File: src/rtl/tm_pkg.sv
// Shared types and defaults for the transaction-metrics monitor.
package tm_pkg;

  localparam int unsigned TmW          = 8;
  localparam int unsigned TmAluLatency = 4;
  localparam logic [TmW-1:0] TmSatMax  = '1;

  typedef enum logic [2:0] {
    StIdle,
    StCount,
    StIssue,
    StWait,
    StCommit
  } tm_state_e;

endpackage

File: src/rtl/tm_len_counter.sv
// Start/stop saturating cycle counter that yields the current transaction length.
module tm_len_counter #(
  parameter int unsigned W = 8
) (
  input  logic         clk,
  input  logic         reset,
  input  logic         start,
  input  logic         zero,
  input  logic         run,
  output logic [W-1:0] cur
);

  localparam logic [W-1:0] Max = '1;

  logic [W-1:0] cnt_q;

  // A start loads 1 so that an end n cycles later leaves exactly n in the counter.
  always_ff @(posedge clk) begin
    if (reset) begin
      cnt_q <= '0;
    end else if (start) begin
      cnt_q <= zero ? '0 : W'(1);
    end else if (run && (cnt_q != Max)) begin
      cnt_q <= cnt_q + W'(1);
    end
  end

  assign cur = cnt_q;

endmodule

File: src/rtl/tm_tx_monitor.sv
// Transaction-length monitor: measures each transaction, drives the metrics ALU and commits results.
module tm_tx_monitor
  import tm_pkg::*;
#(
  parameter int unsigned W           = TmW,
  parameter int unsigned ALU_LATENCY = TmAluLatency
) (
  input  logic         clk,
  input  logic         reset,
  input  logic         tx_start,
  input  logic         tx_end,
  output logic [W-1:0] alu_avg,
  output logic [W-1:0] alu_inst,
  output logic [W-1:0] alu_cur,
  input  logic [W-1:0] alu_avg_new,
  input  logic [W-1:0] alu_inst_new,
  output logic [W-1:0] avg_tx_len,
  output logic [W-1:0] inst_exed,
  output logic         busy,
  output logic         upd_done,
  output logic [W-1:0] drop_cnt,
  output logic         stat_sat
);

  localparam logic [W-1:0] Max      = '1;
  localparam int unsigned  WaitW    = (ALU_LATENCY > 1) ? $clog2(ALU_LATENCY) : 1;
  localparam logic [WaitW-1:0] WaitLast = WaitW'(ALU_LATENCY - 1);

  tm_state_e        state_q, state_d;
  logic [WaitW-1:0] wait_q;
  logic [W-1:0]     alu_avg_q, alu_inst_q, alu_cur_q;
  logic [W-1:0]     avg_q, inst_q, drop_q;
  logic             upd_done_q, stat_sat_q;

  logic             cnt_start, cnt_zero, cnt_run;
  logic             sat_hit, drop_evt;
  logic [W-1:0]     cur;

  tm_len_counter #(
    .W (W)
  ) u_len_counter (
    .clk   (clk),
    .reset (reset),
    .start (cnt_start),
    .zero  (cnt_zero),
    .run   (cnt_run),
    .cur   (cur)
  );

  always_comb begin
    state_d   = state_q;
    cnt_start = 1'b0;
    cnt_zero  = 1'b0;
    sat_hit   = 1'b0;
    drop_evt  = 1'b0;
    unique case (state_q)
      StIdle: begin
        if (tx_start) begin
          cnt_start = 1'b1;
          cnt_zero  = tx_end;
          if (!tx_end) begin
            state_d = StCount;
          end else if (inst_q == Max) begin
            sat_hit = 1'b1;
          end else begin
            state_d = StIssue;
          end
        end
      end
      StCount: begin
        if (tx_end) begin
          drop_evt = tx_start;
          if (inst_q == Max) begin
            sat_hit = 1'b1;
            state_d = StIdle;
          end else begin
            state_d = StIssue;
          end
        end
      end
      StIssue: begin
        drop_evt = tx_start;
        state_d  = StWait;
      end
      StWait: begin
        drop_evt = tx_start;
        if (wait_q == WaitLast) state_d = StCommit;
      end
      StCommit: begin
        drop_evt = tx_start;
        state_d  = StIdle;
      end
      default: state_d = StIdle;
    endcase
  end

  // The counter freezes on the end cycle so ISSUE can still pick up the final length.
  assign cnt_run = (state_q == StCount) && !tx_end;

  always_ff @(posedge clk) begin
    if (reset) begin
      state_q    <= StIdle;
      wait_q     <= '0;
      alu_avg_q  <= '0;
      alu_inst_q <= '0;
      alu_cur_q  <= '0;
      avg_q      <= '0;
      inst_q     <= '0;
      drop_q     <= '0;
      upd_done_q <= 1'b0;
      stat_sat_q <= 1'b0;
    end else begin
      state_q    <= state_d;
      wait_q     <= (state_q == StWait) ? wait_q + WaitW'(1) : '0;
      upd_done_q <= (state_q == StCommit);
      if (state_q == StIssue) begin
        alu_avg_q  <= avg_q;
        alu_inst_q <= inst_q;
        alu_cur_q  <= cur;
      end
      if (state_q == StCommit) begin
        avg_q  <= alu_avg_new;
        inst_q <= alu_inst_new;
      end
      if (sat_hit) stat_sat_q <= 1'b1;
      if (drop_evt && (drop_q != Max)) drop_q <= drop_q + W'(1);
    end
  end

  assign alu_avg    = alu_avg_q;
  assign alu_inst   = alu_inst_q;
  assign alu_cur    = alu_cur_q;
  assign avg_tx_len = avg_q;
  assign inst_exed  = inst_q;
  assign drop_cnt   = drop_q;
  assign upd_done   = upd_done_q;
  assign stat_sat   = stat_sat_q;
  assign busy       = (state_q == StIssue) || (state_q == StWait);

endmodule
File: config.mk
export PLATFORM = sky130hd
export DESIGN_NAME = tm_tx_monitor
export DESIGN_NICKNAME = d
export VERILOG_FILES = /design/src/rtl/tm_pkg.sv /design/src/rtl/tm_len_counter.sv /design/src/rtl/tm_tx_monitor.sv
export SDC_FILE = /design/constraint.sdc
export NUM_CORES = 1
export LEC_CHECK = 0
export ABC_AREA = 0
export CAP_MARGIN = 30
export CORE_ASPECT_RATIO = 0.6
export CORE_MARGIN = 1.5
export CORE_UTILIZATION = 40
export CTS_CLUSTER_DIAMETER = 60
export DETAILED_ROUTE_END_ITERATION = 7
export PLACE_DENSITY_LB_ADDON = 0.12
export SYNTH_ARGS = -nofsm -noshare
export SYNTH_HDL_FRONTEND = slang
export SYNTH_HIERARCHICAL = 1
export SYNTH_SLANG_ARGS = --single-unit
File: constraint.sdc
create_clock -name clk -period 2.8 [get_ports clk]
set_clock_uncertainty 0.2 [all_clocks]
set_input_delay 0.56 -clock clk [delete_from_list [all_inputs] [get_ports clk]]
set_output_delay 0.56 -clock clk [all_outputs]
set_load 0.05 [all_outputs]
==> results_dict.tcl <==
set metrics [dict create \
    timing_hold_violations_final 0 \
    cts_tree "done" \
    portion_of_synthesized_cell_area_occupied_by_the_leading_cell_type 0.486 \
    avgSynthCellArea_um2 8.21 \
    synth-edff-count 0 \
    cts_htree_levels 3 \
    power_per_cell_area_nw_per_um2 536 \
    fmax_mhz 403 \
    grt_antenna_before_repair 0 \
    clockRootBuffer "sky130_fd_sc_hd__clkbuf_8" \
    cap_violations 0 \
    worst_ep_required_time_ps 2040 \
    post-route-min-period_ps 2480 \
    hold-worst-slack_ps 223 \
    gr-total-overflow 0 \
    timing.setup.critical_path_class "flop to output pin" \
    syn_to_final_growth_pct 37.6 \
    synth_top_cell_by_area "sky130_fd_sc_hd__dfxtp_1" \
    multi_input_gate_area_um2 1230 \
    synth_ff_type "sky130_fd_sc_hd__dfxtp_1" \
    r2r_setup_slack_ps 830 \
    router_iterations_before_antenna_repair 4 \
    initial_utilization 0.419 \
    syn_inst_count 316 \
    drt-wirelength-per-cell_um 13.5 \
    fraction_of_layout_cells_with_a_size_suffix_above_1 0.0848 \
    chipWidth_um 107 \
    grt_start_max_net_pins 39 \
    worst_r2r_startpoint "state_q[0]" \
    fillers 570 \
    postCtsResizedCells 0 \
    synth_async_sr_flop_share 0 \
    ff_latch_area_um2 1260 \
    synth.top_cells.by_area "sky130_fd_sc_hd__dfxtp_1, sky130_fd_sc_hd__nand2_1, sky130_fd_sc_hd__a21oi_1, sky130_fd_sc_hd__nor2_1, sky130_fd_sc_hd__clkbuf_1" \
    cts_setup_buffers 0 \
    io_pins 71 \
    yosys.cell_types.count 42 \
    regToRegEndpoint "u_len_counter/cur[7]" \
    clk_pin_slew_worst_paths_ps 70 \
    drt_first_iter_violations 124 \
    floorplan.die_area_um2 6990 \
    timing.max_slew.rel_slack 0.513 \
    result_of_the_run "completed" \
    hpwl_um 4340 \
    tightest_slew_ps 731 \
    critPathLaunch "state_q[2]" \
    track_usage 0.203 \
    final_cell_mix "sky130_fd_sc_hd__nand2_1, sky130_fd_sc_hd__clkdlybuf4s50_1, sky130_fd_sc_hd__dfxtp_1" \
    drv_slew 0 \
    floorplan.rows 22 \
    rsz0062_at_grt "no" \
    routed_via_count_divided_by_cell_count 5.19 \
    synthesis.yosys.warnings 6 \
    gpl.final_weighted_congestion 0.796 \
    critical_path.endpoint "busy" \
    seq_total_area_yosys 0.486 \
    routed_wirelength_um 6390 \
    critical_path.max_fanout 10 \
    coreArea_um2 6190 \
    worst_hold_path_type "flop to flop" \
    grt_pass1_wl_um 10900 \
    via_count 2456 \
    insertion_delay_ps 340 \
    antenna_cells_inserted 0 \
    post_synth_instance_area_um2 2590 \
    grt_pass1_vias 2259 \
    ctsHoldBuffers 0 \
    irDropWorstVdd_mv 0.266 \
    finish.net_count 408 \
    timing.final.crit_share 0.886 \
    cts_inserted_buffers 9 \
    numPortBuffers 70 \
    worstRegToRegCells 5 \
    critical_path.endpoint_type "output pin" \
    die-height_um 65.4 \
    cts.sinks 63 \
    cp_data_arrival_time_ps 1720 \
    layout.cells.most_common "sky130_fd_sc_hd__nand2_1" \
    cp-start-kind "flop" \
    clock_path_buffers 2 \
    setup_viol 0 \
    total_leakage_power_nw 1.22 \
    final.setup.tns_ps 0 \
    ys_ff_latch 63 \
    drtAntennaViolNets 0 \
    drc 0 \
    mappedNetlistNets 339 \
]
## how the worst min path moves through the flow
stage          slack, ps  depth (start not counted)  startpoint        end
6_report             220                          1   wait_q[0]  wait_q[0]
3_5_place_dp         220                          1   wait_q[0]  wait_q[0]
3_3_place_gp         210                          1   wait_q[0]  wait_q[0]
2_1_floorplan        200                          1   wait_q[0]  wait_q[0]
5_1_grt              260                          1   wait_q[0]  wait_q[0]
4_1_cts              230                          1   wait_q[0]  wait_q[0]
## sequential cells by signal (all words and copies together) (netlist names)
name	count
drop_cnt	8
stat_sat	1
upd_done	1
alu_cur	8
state_q	3
inst_exed	8
avg_tx_len	8
u_len_counter/cur	8
alu_avg	8
wait_q	2
alu_inst	8
## layer usage
metal | global-route usage | routed length (um) | vias to the layer above
met3 | 0.0813 | 415 | 8
met4 | 0.0800 | 90 | 0
met5 | 0 | 0 | -
met1 | 0.252 | 3080 | 1144
met2 | 0.317 | 2810 | 63
li1 | - | - | 1241
## synthesized netlist by cell type (2+ instances only)
master / count
sky130_fd_sc_hd__a21oi_1: 52
sky130_fd_sc_hd__o21ai_0: 5
sky130_fd_sc_hd__nor3_1: 5
sky130_fd_sc_hd__and4_4: 3
sky130_fd_sc_hd__nor4b_1: 2
sky130_fd_sc_hd__buf_6: 2
sky130_fd_sc_hd__a31oi_1: 4
sky130_fd_sc_hd__or4_1: 4
sky130_fd_sc_hd__o31ai_1: 5
sky130_fd_sc_hd__ha_1: 3
sky130_fd_sc_hd__mux2i_1: 2
sky130_fd_sc_hd__inv_1: 3
sky130_fd_sc_hd__a211oi_1: 2
sky130_fd_sc_hd__nand2b_1: 2
sky130_fd_sc_hd__nor2_1: 13
sky130_fd_sc_hd__buf_2: 4
sky130_fd_sc_hd__clkbuf_1: 12
sky130_fd_sc_hd__nand3_1: 7
sky130_fd_sc_hd__and4_1: 2
sky130_fd_sc_hd__dfxtp_1: 63
sky130_fd_sc_hd__o211a_1: 2
sky130_fd_sc_hd__nand2_1: 90
sky130_fd_sc_hd__and2_1: 5
sky130_fd_sc_hd__nand4_1: 6
## power breakdown
group / total (mW) / switching [mW] / leakage, nW / internal (mW)
logic: 0.156 / 0.0951 / 0.609 / 0.0610
registers: 0.918 / 0.0137 / 0.508 / 0.905
clock network: 0.838 / 0.335 / 0.108 / 0.503
## worst max-delay path: stages (launching register included)
cell	delay (ps)
sky130_fd_sc_hd__dfxtp_1	410
sky130_fd_sc_hd__nor2b_1	160
sky130_fd_sc_hd__clkdlybuf4s50_1	810
## cell families (layout without fill, tap and decap cells)
| group | Yosys count | in the layout | synth area share |
|---|---|---|---|
| flops | 63 | 63 | 0.486 |
| simple gates | 150 | 150 | 0.279 |
| compound gates | 76 | 76 | 0.171 |
| fa+ha+maj | 3 | 3 | 0.0145 |
| mux | 2 | 2 | 0.00772 |
| buf+inv | 22 | 95 | 0.0410 |
## area by class of cell
| class | count | share of cell area |
|---|---|---|
| flip-flops and latches | 63 | 0.353 |
| multi-input cells | 231 | 0.344 |
| repair buffers | 77 | 0.210 |
| clock buffers | 13 | 0.0501 |
| well taps | 84 | 0.0295 |
| clock inverters | 2 | 0.0105 |
| inverters | 3 | 0.00316 |
## per-stage QoR
step           cell area, um2  std cells  power, mW   util  worst slack [ps]
4_1_cts                  3570        473       1.94  0.576               294
3_3_place_gp             3350        458       1.09  0.541               387
6_report                 3570        473       1.91  0.576               319
3_5_place_dp             3350        458       1.09  0.541               331
2_1_floorplan            2590        316       1.03      -               530
5_1_grt                  3570        473       1.99  0.576               228
No activity file was read; power rests on OpenSTA's default activity.
